--- src/rtl/rpsc_fault_pkg.sv ---
// Shared types and helpers for the RF-permit fault-capture card.
package rpsc_fault_pkg;

  localparam int NUM_FAULTS_DEF = 6;
  localparam logic [2:0] FF_NONE = 3'd0;

  typedef enum logic [1:0] {
    CLEAR   = 2'd0,
    ARMED   = 2'd1,
    TRIPPED = 2'd2
  } state_t;

  // Returns lowest set index + 1, or FF_NONE when no bit is set.
  function automatic logic [2:0] lowest_code(input logic [6:0] v);
    lowest_code = FF_NONE;
    for (int i = 6; i >= 0; i--)
      if (v[i]) lowest_code = 3'(i + 1);
  endfunction

endpackage

--- src/rtl/rpsc_fault_latch_if.sv ---
// Field-side bundle of the fault latch: raw contacts, operator buttons, latched status.
interface rpsc_fault_latch_if
  import rpsc_fault_pkg::*;
#(
  parameter int NUM_FAULTS = NUM_FAULTS_DEF
);
  logic [NUM_FAULTS-1:0] i_fault_raw;
  logic                  i_rst_req_b;
  logic                  i_lamp_test_b;
  logic [NUM_FAULTS-1:0] o_ff;
  logic                  o_alarm_b;
  logic [2:0]            o_first_fault;
  logic                  o_reset_reject;
  logic                  o_armed;

  modport master (
    output i_fault_raw, i_rst_req_b, i_lamp_test_b,
    input  o_ff, o_alarm_b, o_first_fault, o_reset_reject, o_armed
  );

  modport slave (
    input  i_fault_raw, i_rst_req_b, i_lamp_test_b,
    output o_ff, o_alarm_b, o_first_fault, o_reset_reject, o_armed
  );
endinterface

--- src/rtl/rpsc_fault_qual.sv ---
// One fault channel: 2-flop synchronizer plus saturating debounce counter.
module rpsc_fault_qual
  import rpsc_fault_pkg::*;
#(
  parameter int DEBOUNCE_CYC = 4,
  parameter bit MASK         = 1'b0
) (
  input  logic clk,
  input  logic reset_b,
  input  logic i_raw,
  output logic o_qual,
  output logic o_busy
);
  localparam int CW = $clog2(DEBOUNCE_CYC + 1);
  localparam logic [CW-1:0] CMAX = CW'(DEBOUNCE_CYC);

  logic          r_s1, r_s2;
  logic [CW-1:0] r_cnt;

  // Any low sample drops the count at once; a fault must be continuous to qualify.
  always_ff @(posedge clk) begin
    if (!reset_b) begin
      r_s1  <= 1'b0;
      r_s2  <= 1'b0;
      r_cnt <= '0;
    end else begin
      r_s1 <= i_raw;
      r_s2 <= r_s1;
      if (!r_s2)
        r_cnt <= '0;
      else if (r_cnt != CMAX)
        r_cnt <= r_cnt + CW'(1);
    end
  end

  // A disabled channel must not veto an operator reset either.
  assign o_qual = (r_cnt == CMAX) & ~MASK;
  assign o_busy = (r_cnt != '0) & ~MASK;

endmodule

--- src/rtl/rpsc_fault_latch.sv ---
// Fault-capture card: qualifies field faults, latches ff1..ffN, records first fault.
module rpsc_fault_latch
  import rpsc_fault_pkg::*;
#(
  parameter int                    NUM_FAULTS   = NUM_FAULTS_DEF,
  parameter int                    DEBOUNCE_CYC = 4,
  parameter int                    HOLDOFF_CYC  = 8,
  parameter logic [NUM_FAULTS-1:0] FAULT_MASK   = '0
) (
  input  logic               clk,
  input  logic               reset_b,
  rpsc_fault_latch_if.slave  bus
);
  localparam int HW = $clog2(HOLDOFF_CYC + 1);

  logic [NUM_FAULTS-1:0] w_qual, w_busy, w_ff_nxt;
  logic                  w_press, w_accept, w_lamp;

  state_t                r_state;
  logic [HW-1:0]         r_hold;
  logic [NUM_FAULTS-1:0] r_ff;
  logic [2:0]            r_first;
  logic                  r_reject, r_armed, r_alarm_b;
  logic [2:0]            r_rst_s;   // [0],[1] sync, [2] previous synced value
  logic [1:0]            r_lamp_s;

  for (genvar g = 0; g < NUM_FAULTS; g++) begin : g_ch
    rpsc_fault_qual #(
      .DEBOUNCE_CYC (DEBOUNCE_CYC),
      .MASK         (FAULT_MASK[g])
    ) u_qual (
      .clk     (clk),
      .reset_b (reset_b),
      .i_raw   (bus.i_fault_raw[g]),
      .o_qual  (w_qual[g]),
      .o_busy  (w_busy[g])
    );
  end

  // Buttons idle high, so their synchronizers reset to 1 to avoid a phantom press/lamp.
  always_ff @(posedge clk) begin
    if (!reset_b) begin
      r_rst_s  <= 3'b111;
      r_lamp_s <= 2'b11;
    end else begin
      r_rst_s  <= {r_rst_s[1:0], bus.i_rst_req_b};
      r_lamp_s <= {r_lamp_s[0], bus.i_lamp_test_b};
    end
  end

  assign w_press  = r_rst_s[2] & ~r_rst_s[1];
  assign w_lamp   = ~r_lamp_s[1];
  assign w_accept = (r_state == TRIPPED) & w_press & ~(|w_qual) & ~(|w_busy);
  // r_ff is zero in CLEAR/ARMED, so OR-ing qual covers every state's latch rule.
  assign w_ff_nxt = w_accept ? '0 : (r_ff | w_qual);

  always_ff @(posedge clk) begin
    if (!reset_b) begin
      r_state   <= CLEAR;
      r_hold    <= HW'(HOLDOFF_CYC);
      r_ff      <= '0;
      r_first   <= FF_NONE;
      r_reject  <= 1'b0;
      r_armed   <= 1'b0;
      r_alarm_b <= 1'b1;
    end else begin
      r_reject  <= 1'b0;
      r_ff      <= w_ff_nxt;
      r_alarm_b <= ~(|w_ff_nxt | w_lamp);
      case (r_state)
        CLEAR: begin
          if (|w_qual) begin
            r_state <= TRIPPED;
            r_first <= lowest_code(7'(w_qual));
          end else if (r_hold <= HW'(1)) begin
            r_hold  <= '0;
            r_state <= ARMED;
            r_armed <= 1'b1;
          end else begin
            r_hold <= r_hold - HW'(1);
          end
        end
        ARMED: begin
          if (|w_qual) begin
            r_state <= TRIPPED;
            r_first <= lowest_code(7'(w_qual));
            r_armed <= 1'b0;
          end
        end
        TRIPPED: begin
          if (w_accept) begin
            r_state <= CLEAR;
            r_hold  <= HW'(HOLDOFF_CYC);
            r_first <= FF_NONE;
          end else if (w_press) begin
            r_reject <= 1'b1;
          end
        end
        default: begin
          r_state <= CLEAR;
          r_hold  <= HW'(HOLDOFF_CYC);
          r_armed <= 1'b0;
        end
      endcase
    end
  end

  assign bus.o_ff           = r_ff;
  assign bus.o_alarm_b      = r_alarm_b;
  assign bus.o_first_fault  = r_first;
  assign bus.o_reset_reject = r_reject;
  assign bus.o_armed        = r_armed;

endmodule
--- src/flat_wrapper.sv ---
// flat-port wrapper written by rule: the top's interface ports become plain ports
module rpsc_fault_latch_flat import rpsc_fault_pkg::*;
#(
  parameter int                    NUM_FAULTS   = NUM_FAULTS_DEF,
  parameter int                    DEBOUNCE_CYC = 4,
  parameter int                    HOLDOFF_CYC  = 8,
  parameter logic [NUM_FAULTS-1:0] FAULT_MASK   = '0
)
  (clk, reset_b, bus_i_fault_raw, bus_i_rst_req_b, bus_i_lamp_test_b, bus_o_ff, bus_o_alarm_b, bus_o_first_fault, bus_o_reset_reject, bus_o_armed);
  rpsc_fault_latch_if #(.NUM_FAULTS(NUM_FAULTS)) bus_i ();
  input  logic clk;
  input  logic reset_b;
  input wire logic [$bits(bus_i.i_fault_raw)-1:0] bus_i_fault_raw;
  input wire logic [$bits(bus_i.i_rst_req_b)-1:0] bus_i_rst_req_b;
  input wire logic [$bits(bus_i.i_lamp_test_b)-1:0] bus_i_lamp_test_b;
  output wire logic [$bits(bus_i.o_ff)-1:0] bus_o_ff;
  output wire logic [$bits(bus_i.o_alarm_b)-1:0] bus_o_alarm_b;
  output wire logic [$bits(bus_i.o_first_fault)-1:0] bus_o_first_fault;
  output wire logic [$bits(bus_i.o_reset_reject)-1:0] bus_o_reset_reject;
  output wire logic [$bits(bus_i.o_armed)-1:0] bus_o_armed;
  assign bus_i.i_fault_raw = bus_i_fault_raw;
  assign bus_i.i_rst_req_b = bus_i_rst_req_b;
  assign bus_i.i_lamp_test_b = bus_i_lamp_test_b;
  assign bus_o_ff = bus_i.o_ff;
  assign bus_o_alarm_b = bus_i.o_alarm_b;
  assign bus_o_first_fault = bus_i.o_first_fault;
  assign bus_o_reset_reject = bus_i.o_reset_reject;
  assign bus_o_armed = bus_i.o_armed;
  rpsc_fault_latch #(.NUM_FAULTS(NUM_FAULTS), .DEBOUNCE_CYC(DEBOUNCE_CYC), .HOLDOFF_CYC(HOLDOFF_CYC), .FAULT_MASK(FAULT_MASK)) u_core (.clk(clk), .reset_b(reset_b), .bus(bus_i));
endmodule
--- config.mk ---
export PLATFORM = sky130hd
export DESIGN_NAME = rpsc_fault_latch_flat
export DESIGN_NICKNAME = d
export VERILOG_FILES = /design/src/rtl/rpsc_fault_pkg.sv /design/src/rtl/rpsc_fault_latch_if.sv /design/src/rtl/rpsc_fault_qual.sv /design/src/rtl/rpsc_fault_latch.sv /design/src/flat_wrapper.sv
export SDC_FILE = /design/constraint.sdc
export NUM_CORES = 1
export LEC_CHECK = 0
export ABC_CLOCK_PERIOD_IN_PS = 2600
export CAP_MARGIN = 25
export CORE_UTILIZATION = 35
export CTS_BUF_LIST = sky130_fd_sc_hd__clkbuf_2 sky130_fd_sc_hd__clkbuf_4 sky130_fd_sc_hd__clkbuf_8
export CTS_CLUSTER_DIAMETER = 200
export DETAILED_ROUTE_END_ITERATION = 6
export DONT_BUFFER_PORTS = 1
export PLACE_DENSITY = 0.53
export RECOVER_POWER = 50
export SLEW_MARGIN = 20
export SYNTH_ARGS = -nofsm -noshare
export SYNTH_HDL_FRONTEND = slang
export SYNTH_SLANG_ARGS = --single-unit
--- constraint.sdc ---
create_clock -name clk -period 2.6 [get_ports clk]
set_input_delay 0.26 -clock clk [delete_from_list [all_inputs] [get_ports clk]]
set_output_delay 0.26 -clock clk [all_outputs]
set_load 0.005 [all_outputs]
; ---- Word level (Yosys, flattened, before mapping)
; Index checks and enable logic that the tools add are counted.
[classes]
magnitude_cmp = 1
reduce_logical = 23
n_addsub = 7
n_eq_ne = 20
mux = 24
bitwise_logic = 14
mul = 0
shifts = 0
div_mod_pow = 0
[op_table]
columns = op, n
row1 = $mux W3, 8
row2 = $add A3 B1 Y3 const B, 6
row3 = $eq A3 B3 Y1 const B, 6
row4 = $ne A3 B3 Y1 const B, 6
row5 = $reduce_bool A3 Y1, 6
row6 = $reduce_or A6 Y1, 3
row7 = $mux W4, 3
row8 = $pmux W4 S3, 1
row9 = $reduce_and A2 Y1, 6
row10 = $reduce_and A3 Y1, 3
row11 = $mux W2, 4
row12 = $ne A2 B1 Y1 const B, 4
row13 = $not A1 Y1, 8
row14 = $mux W6, 1
row15 = $or A6 B6 Y6, 1
row16 = $pmux W2 S3, 1
row17 = $pmux W3 S2, 1
row18 = $and A1 B1 Y1, 4
row19 = $le A4 B1 Y1 const B, 1
row20 = $mux W1, 4
row21 = $reduce_and A4 Y1, 1
row22 = $sub A4 B1 Y4 const B, 1
row23 = $ne A3 B1 Y1 const B, 1
row24 = $pmux W1 S3, 1
row25 = other kinds (8), 8
[word_totals]
n_memories = 0
input_bits = 10
rom_bits = 0
regBits = 53
ram_bits = 0
output_inout_bits = 12
wordCells = 116
latch_bits = 0

; ---- Logic depth before layout (Yosys ltp)
[logic_depth]
depth_word = 9
depth_mapped = 6
depth_no_buf = 6

; ---- Modules after synthesis
; From an unflattened synthesis, not the netlist that was laid out.
[unflattened]
hier_cells = 249
hier_area_um2 = 2347.3
[by_module_without_submodules]
columns = mod, n_inst, cells_each, area_per_inst_um2, seq_area_each_um2
row1 = rpsc_fault_qual, 6, 23, 225.2, 100.1
row2 = rpsc_fault_latch, 1, 111, 996.0, 460.4

; ---- Least setup slack after synthesis
; Ideal clock, no wire load.
[synth_path]
path_type = register to register
startpoint = register u_core.g_ch[0].u_qual.r_cnt[0]
endpoint = register u_core.r_hold[1]
arrival_ns = 2.016
setup_time_ns = 0.070
path_buffers = 0
synth_period_minus_slack_ns = 2.085
path_slack_ns = 0.515
required_ns = 2.530
stages_incl_launch_ff = 7
path_cell_list = dfxtp_1 inv_1 ha_1 a222oi_1 a31oi_1 or4_1 a21oi_1
[synth_between]
elab_chain_cells = 7
elab_cells_between_ends = 11
cone_classes = 3 x eq/ne / 4 x bitwise / 4 x reduce/logical
[synth_rtl]
columns = item, line_no
row1 = from (decl), rpsc_fault_qual.sv:18  ; logic [CW-1:0] r_cnt;
row2 = from (signal assigned), rpsc_fault_qual.sv:32  ; r_cnt <= r_cnt + CW'(1);
row3 = $eq A3 B3 Y1, rpsc_fault_qual.sv:37  ; assign o_qual = (r_cnt == CMAX) & ~MASK;
row4 = $reduce_or A6 Y1, "rpsc_fault_latch.sv:53, rpsc_fault_latch.sv:72"
row5 = $not A1 Y1, rpsc_fault_latch.sv:53  ; assign w_accept = (r_state == TRIPPED) & w_press & ~(|w_qual) & ~(|w_busy);
row6 = $and A1 B1 Y1 (2 in a row), rpsc_fault_latch.sv:53
row7 = $ne A2 B1 Y1 (no source line), -
row8 = $reduce_and A3 Y1 (no source line) (*), -
row9 = to (signal assigned), rpsc_fault_latch.sv:60  ; r_hold <= HW'(HOLDOFF_CYC);
row10 = to (signal assigned), rpsc_fault_latch.sv:80  ; r_hold <= r_hold - HW'(1);
row11 = to (signal assigned), rpsc_fault_latch.sv:93  ; r_hold <= HW'(HOLDOFF_CYC);
row12 = to (decl), rpsc_fault_latch.sv:20  ; logic [HW-1:0] r_hold;
; Mark *: on every way between the ends. The rest lies on a longest branch, timed or not.
; A chain may end at the register's enable or synchronous reset.

; ---- Final worst setup path
[layout_path]
startpoint = register u_core.g_ch[4].u_qual.r_cnt[0]
endpoint = register u_core.r_hold[1]
[layout_between]
elab_chain_cells = 7
elab_cells_between_ends = 11
cone_classes = 3 x eq/ne / 4 x bitwise / 4 x reduce/logical
[layout_rtl]
columns = item, line_no
row1 = from (decl), rpsc_fault_qual.sv:18
row2 = from (signal assigned), rpsc_fault_qual.sv:32
row3 = $eq A3 B3 Y1, rpsc_fault_qual.sv:37
row4 = $reduce_or A6 Y1, "rpsc_fault_latch.sv:53, rpsc_fault_latch.sv:72"
row5 = $not A1 Y1, rpsc_fault_latch.sv:53
row6 = $and A1 B1 Y1 (2 in a row), rpsc_fault_latch.sv:53
row7 = $ne A2 B1 Y1 (no source line), -
row8 = $reduce_and A3 Y1 (no source line) (*), -
; Marked as above.

==> results.cfg <==
[route]
wirelength_um = 4200
post_drt_via_cell_ratio = 4.94
drt_iter0_drc = 90
routedWlPerCell_um = 12.8
dr_total_vias = 1614
firstDrtPassIters = 4
ant_nets = 0
drc = 0

[global_route]
grt_max_degree = 35
antenna_found_initial = 0
grt_pass1_wl_um = 6860
overflow = 0
grt_pass1_vias = 1429
grt_use_total = 0.138

[synth]
synth_seq_cells = 53
yosys_warnings = 0
synth-seq-area-share = 0.483
netlist_area_mm2 = 0.00220
synthCells = 249
synth.distinct_cells = 37
syn_nets = 273
avgSynthCellArea_um2 = 8.82

[sta]
finalCritPeriodShare = 0.890
hold_viol = 0
grt_setup_unrepaired = no
skew_ns = 0.00506
finalSetupViolCount = 0
tightest_slew_ns = 0.708
slew_violations = 0
period_minus_slack_ns = 2.31
timing.fmax_mhz = 432
setup_tns_ns = 0
relSlewSlack = 0.528

[place]
dp.cells = 319
portBuffers = 0
gp_congestion = 0.701
dpl.hpwl_um = 3050

[clock_network]
post_cts_resize_count = 0
clock_latency_ns = 0.30
clockRootBuffer = clkbuf_8
cts_inserted_buffers = 5
clk_pin_slew_ns = 0.09
numClockSinks = 53
clock_tree.htree_level_count = 2
cts_tree = done
cts_hold_buf = 0
post_cts_buffers = 0
cts_buffer_depth = 2

[power_and_ir_drop]
cellPowerDensity_mw_per_mm2 = 719
clockPowerShare = 0.338
power_leakage_nw = 0.915
ir_drop_mv = 0.267
power.internal_mw = 1.29
netSwitchingPower_uw = 428
switching_share = 0.249
share_comb_of_total_power = 0.133
power_frac_seq = 0.530

[worst_setup_path]
cp_cell_sequence = inv_1, ha_1, a222oi_1, a31oi_1, or4_1, a21oi_1
cp_slowest_cell = a222oi_1
worstPathArrival_ns = 2.56
worstPathRequired_ns = 2.84
slowest_delay_ns = 0.69
cp-start-kind = flip-flop
worstPathMaxFanout = 7
path_class = flip-flop to flip-flop
endpoint_kind = flip-flop

[worst_hold_path]
worstHoldPathType = primary input to flip-flop

[final_layout]
final_cell_count_no_fill = 327
fin_nets = 275
fill_cells = 598
diodes = 0
area_delta_synth_final_pct = 8.83
drive_gt1_frac = 0.0556

[floorplan]
core_area_mm2 = 0.00599
dieHeight_um = 81.2
num_io_pins = 22
start_util = 0.367
die_x_um = 81.2
rows = 28
dieArea_mm2 = 0.00660

[status]
status = complete, no violations

[flow_run]
cap_violations = 0
==> path summary, 6_finish.rpt <==
kind | slack (ns) | cells past startpoint | start | to
worst max register to register | 0.29 | 6 | u_core.g_ch[4].u_qual.r_cnt[0] | u_core.r_hold[1]
worst max-delay path | 0.29 | 6 | u_core.g_ch[4].u_qual.r_cnt[0] | u_core.r_hold[1]
worst min-delay path | 0.03 | 1 | reset_b | u_core.r_lamp_s[1]
worst min register to register | 0.41 | 1 | u_core.r_lamp_s[0] | u_core.r_lamp_s[1]
==> state kept, by name, indices dropped and copies added, names as in the netlist <==
name	cells
u_core.g_ch.u_qual.r_s2	6
u_core.bus.o_armed	1
u_core.bus.o_first_fault	3
u_core.bus.o_ff	6
u_core.r_rst_s	3
u_core.g_ch.u_qual.r_cnt	18
u_core.r_state	2
u_core.bus.o_alarm_b	1
u_core.r_lamp_s	2
u_core.bus.o_reset_reject	1
u_core.r_hold	4
u_core.g_ch.u_qual.r_s1	6
==> synthesized netlist by cell type (all sizes together) <==
library cell | instances | area share
o32a | 1 | 0.0046
clkbuf | 6 | 0.011
and3 | 2 | 0.0057
nand3 | 10 | 0.023
dfxtp | 53 | 0.48
a31oi | 1 | 0.0028
or4b | 1 | 0.0046
buf | 1 | 0.0051
nand4 | 3 | 0.0085
and4b | 2 | 0.0091
nor3 | 9 | 0.020
o32ai | 2 | 0.0080
o21ai | 7 | 0.016
nor2b | 1 | 0.0028
mux2i | 3 | 0.014
ha | 14 | 0.080
nor2 | 29 | 0.050
a32o | 1 | 0.0046
and2 | 12 | 0.034
nor4 | 2 | 0.0057
o31ai | 1 | 0.0034
or4 | 1 | 0.0034
a41oi | 1 | 0.0040
a211oi | 1 | 0.0034
inv | 18 | 0.031
a221oi | 1 | 0.0040
a222oi | 2 | 0.0091
a21o | 1 | 0.0040
and3b | 1 | 0.0046
mux2 | 1 | 0.0051
a31o | 1 | 0.0040
nand2 | 32 | 0.055
xnor2 | 6 | 0.024
a21oi | 15 | 0.034
nand2b | 7 | 0.020
==> layout by cell type (no fill, tap or decap), types with 3 or more instances in the layout <==
| cell type | n |
|---|---|
| a21oi_1 | 15 |
| and2_1 | 10 |
| clkbuf_8 | 6 |
| dfxtp_1 | 53 |
| ha_1 | 14 |
| inv_1 | 18 |
| mux2i_1 | 3 |
| nand2_1 | 32 |
| nand2b_1 | 7 |
| nand3_1 | 10 |
| nand4_1 | 3 |
| nor2_1 | 29 |
| nor3_1 | 9 |
| o21ai_0 | 5 |
| xnor2_1 | 6 |
==> logic make-up (layout without fill, tap and decap cells) <==
family                     Yosys count  in the layout  synth area share
xor gates and xnor gates             6              6            0.0239
buffers and inverters               25             28            0.0467
DFF                                 53             53             0.483
adders and majority gates           14             14            0.0797
AOI/OAI and AO/OA                   35             35             0.102
and+or+nand+nor                    112            112             0.246
muxes                                4              4            0.0188
==> layout make-up <==
class,instances,area [um^2],area share
Multi-Input combinational cell,171,1030,0.432
Tap cell,75,93.8,0.0392
Inverter,18,67.6,0.0283
Sequential cell,53,1060,0.444
Clock buffer,6,82.6,0.0345
Timing Repair Buffer,2,15.0,0.00628
Clock inverter,2,37.5,0.0157
==> layer usage <==
layer	routed length (um)	up-vias	share of wire	track usage
li1	-	845	-	-
met1	2040	737	0.49	0.171
met2	1890	26	0.45	0.221
met3	227	6	0.054	0.0528
met4	39	0	0.0093	0.0429
met5	0	-	0	0
==> power groups by stage <==
| stage | clock [mW] | sequential [mW] | combinational [mW] |
|---|---|---|---|
| floorplan | 0 | 0.917 | 0.195 |
| global placement | 0 | 0.928 | 0.229 |
| detailed placement | 0 | 0.929 | 0.228 |
| CTS | 0.599 | 0.909 | 0.230 |
| global route | 0.628 | 0.917 | 0.262 |
| finish | 0.580 | 0.910 | 0.228 |
==> per-stage QoR <==
step | setup WS, ns | area (um^2) | hold WS [ns] | util | power, mW
after floorplan | 0.515 | 2200 | 0.356 | - | 1.11
after global placement | 0.407 | 2270 | 0.343 | 0.379 | 1.16
after detailed placement | 0.318 | 2270 | 0.346 | 0.379 | 1.16
after CTS | 0.284 | 2390 | 0.0185 | 0.399 | 1.74
after global routing | 0.0842 | 2390 | 0.00855 | 0.399 | 1.81
final | 0.286 | 2390 | 0.0297 | 0.399 | 1.72
==> worst max-delay path: cells and delay by family (launching register included) <==
kind            cells  cell delay (ns)
compound gates      3             1.04
fa+ha+maj           1             0.27
buf+inv             1             0.06
flops               1             0.38
simple gates        1             0.50
(Power assumes the default switching activity.)
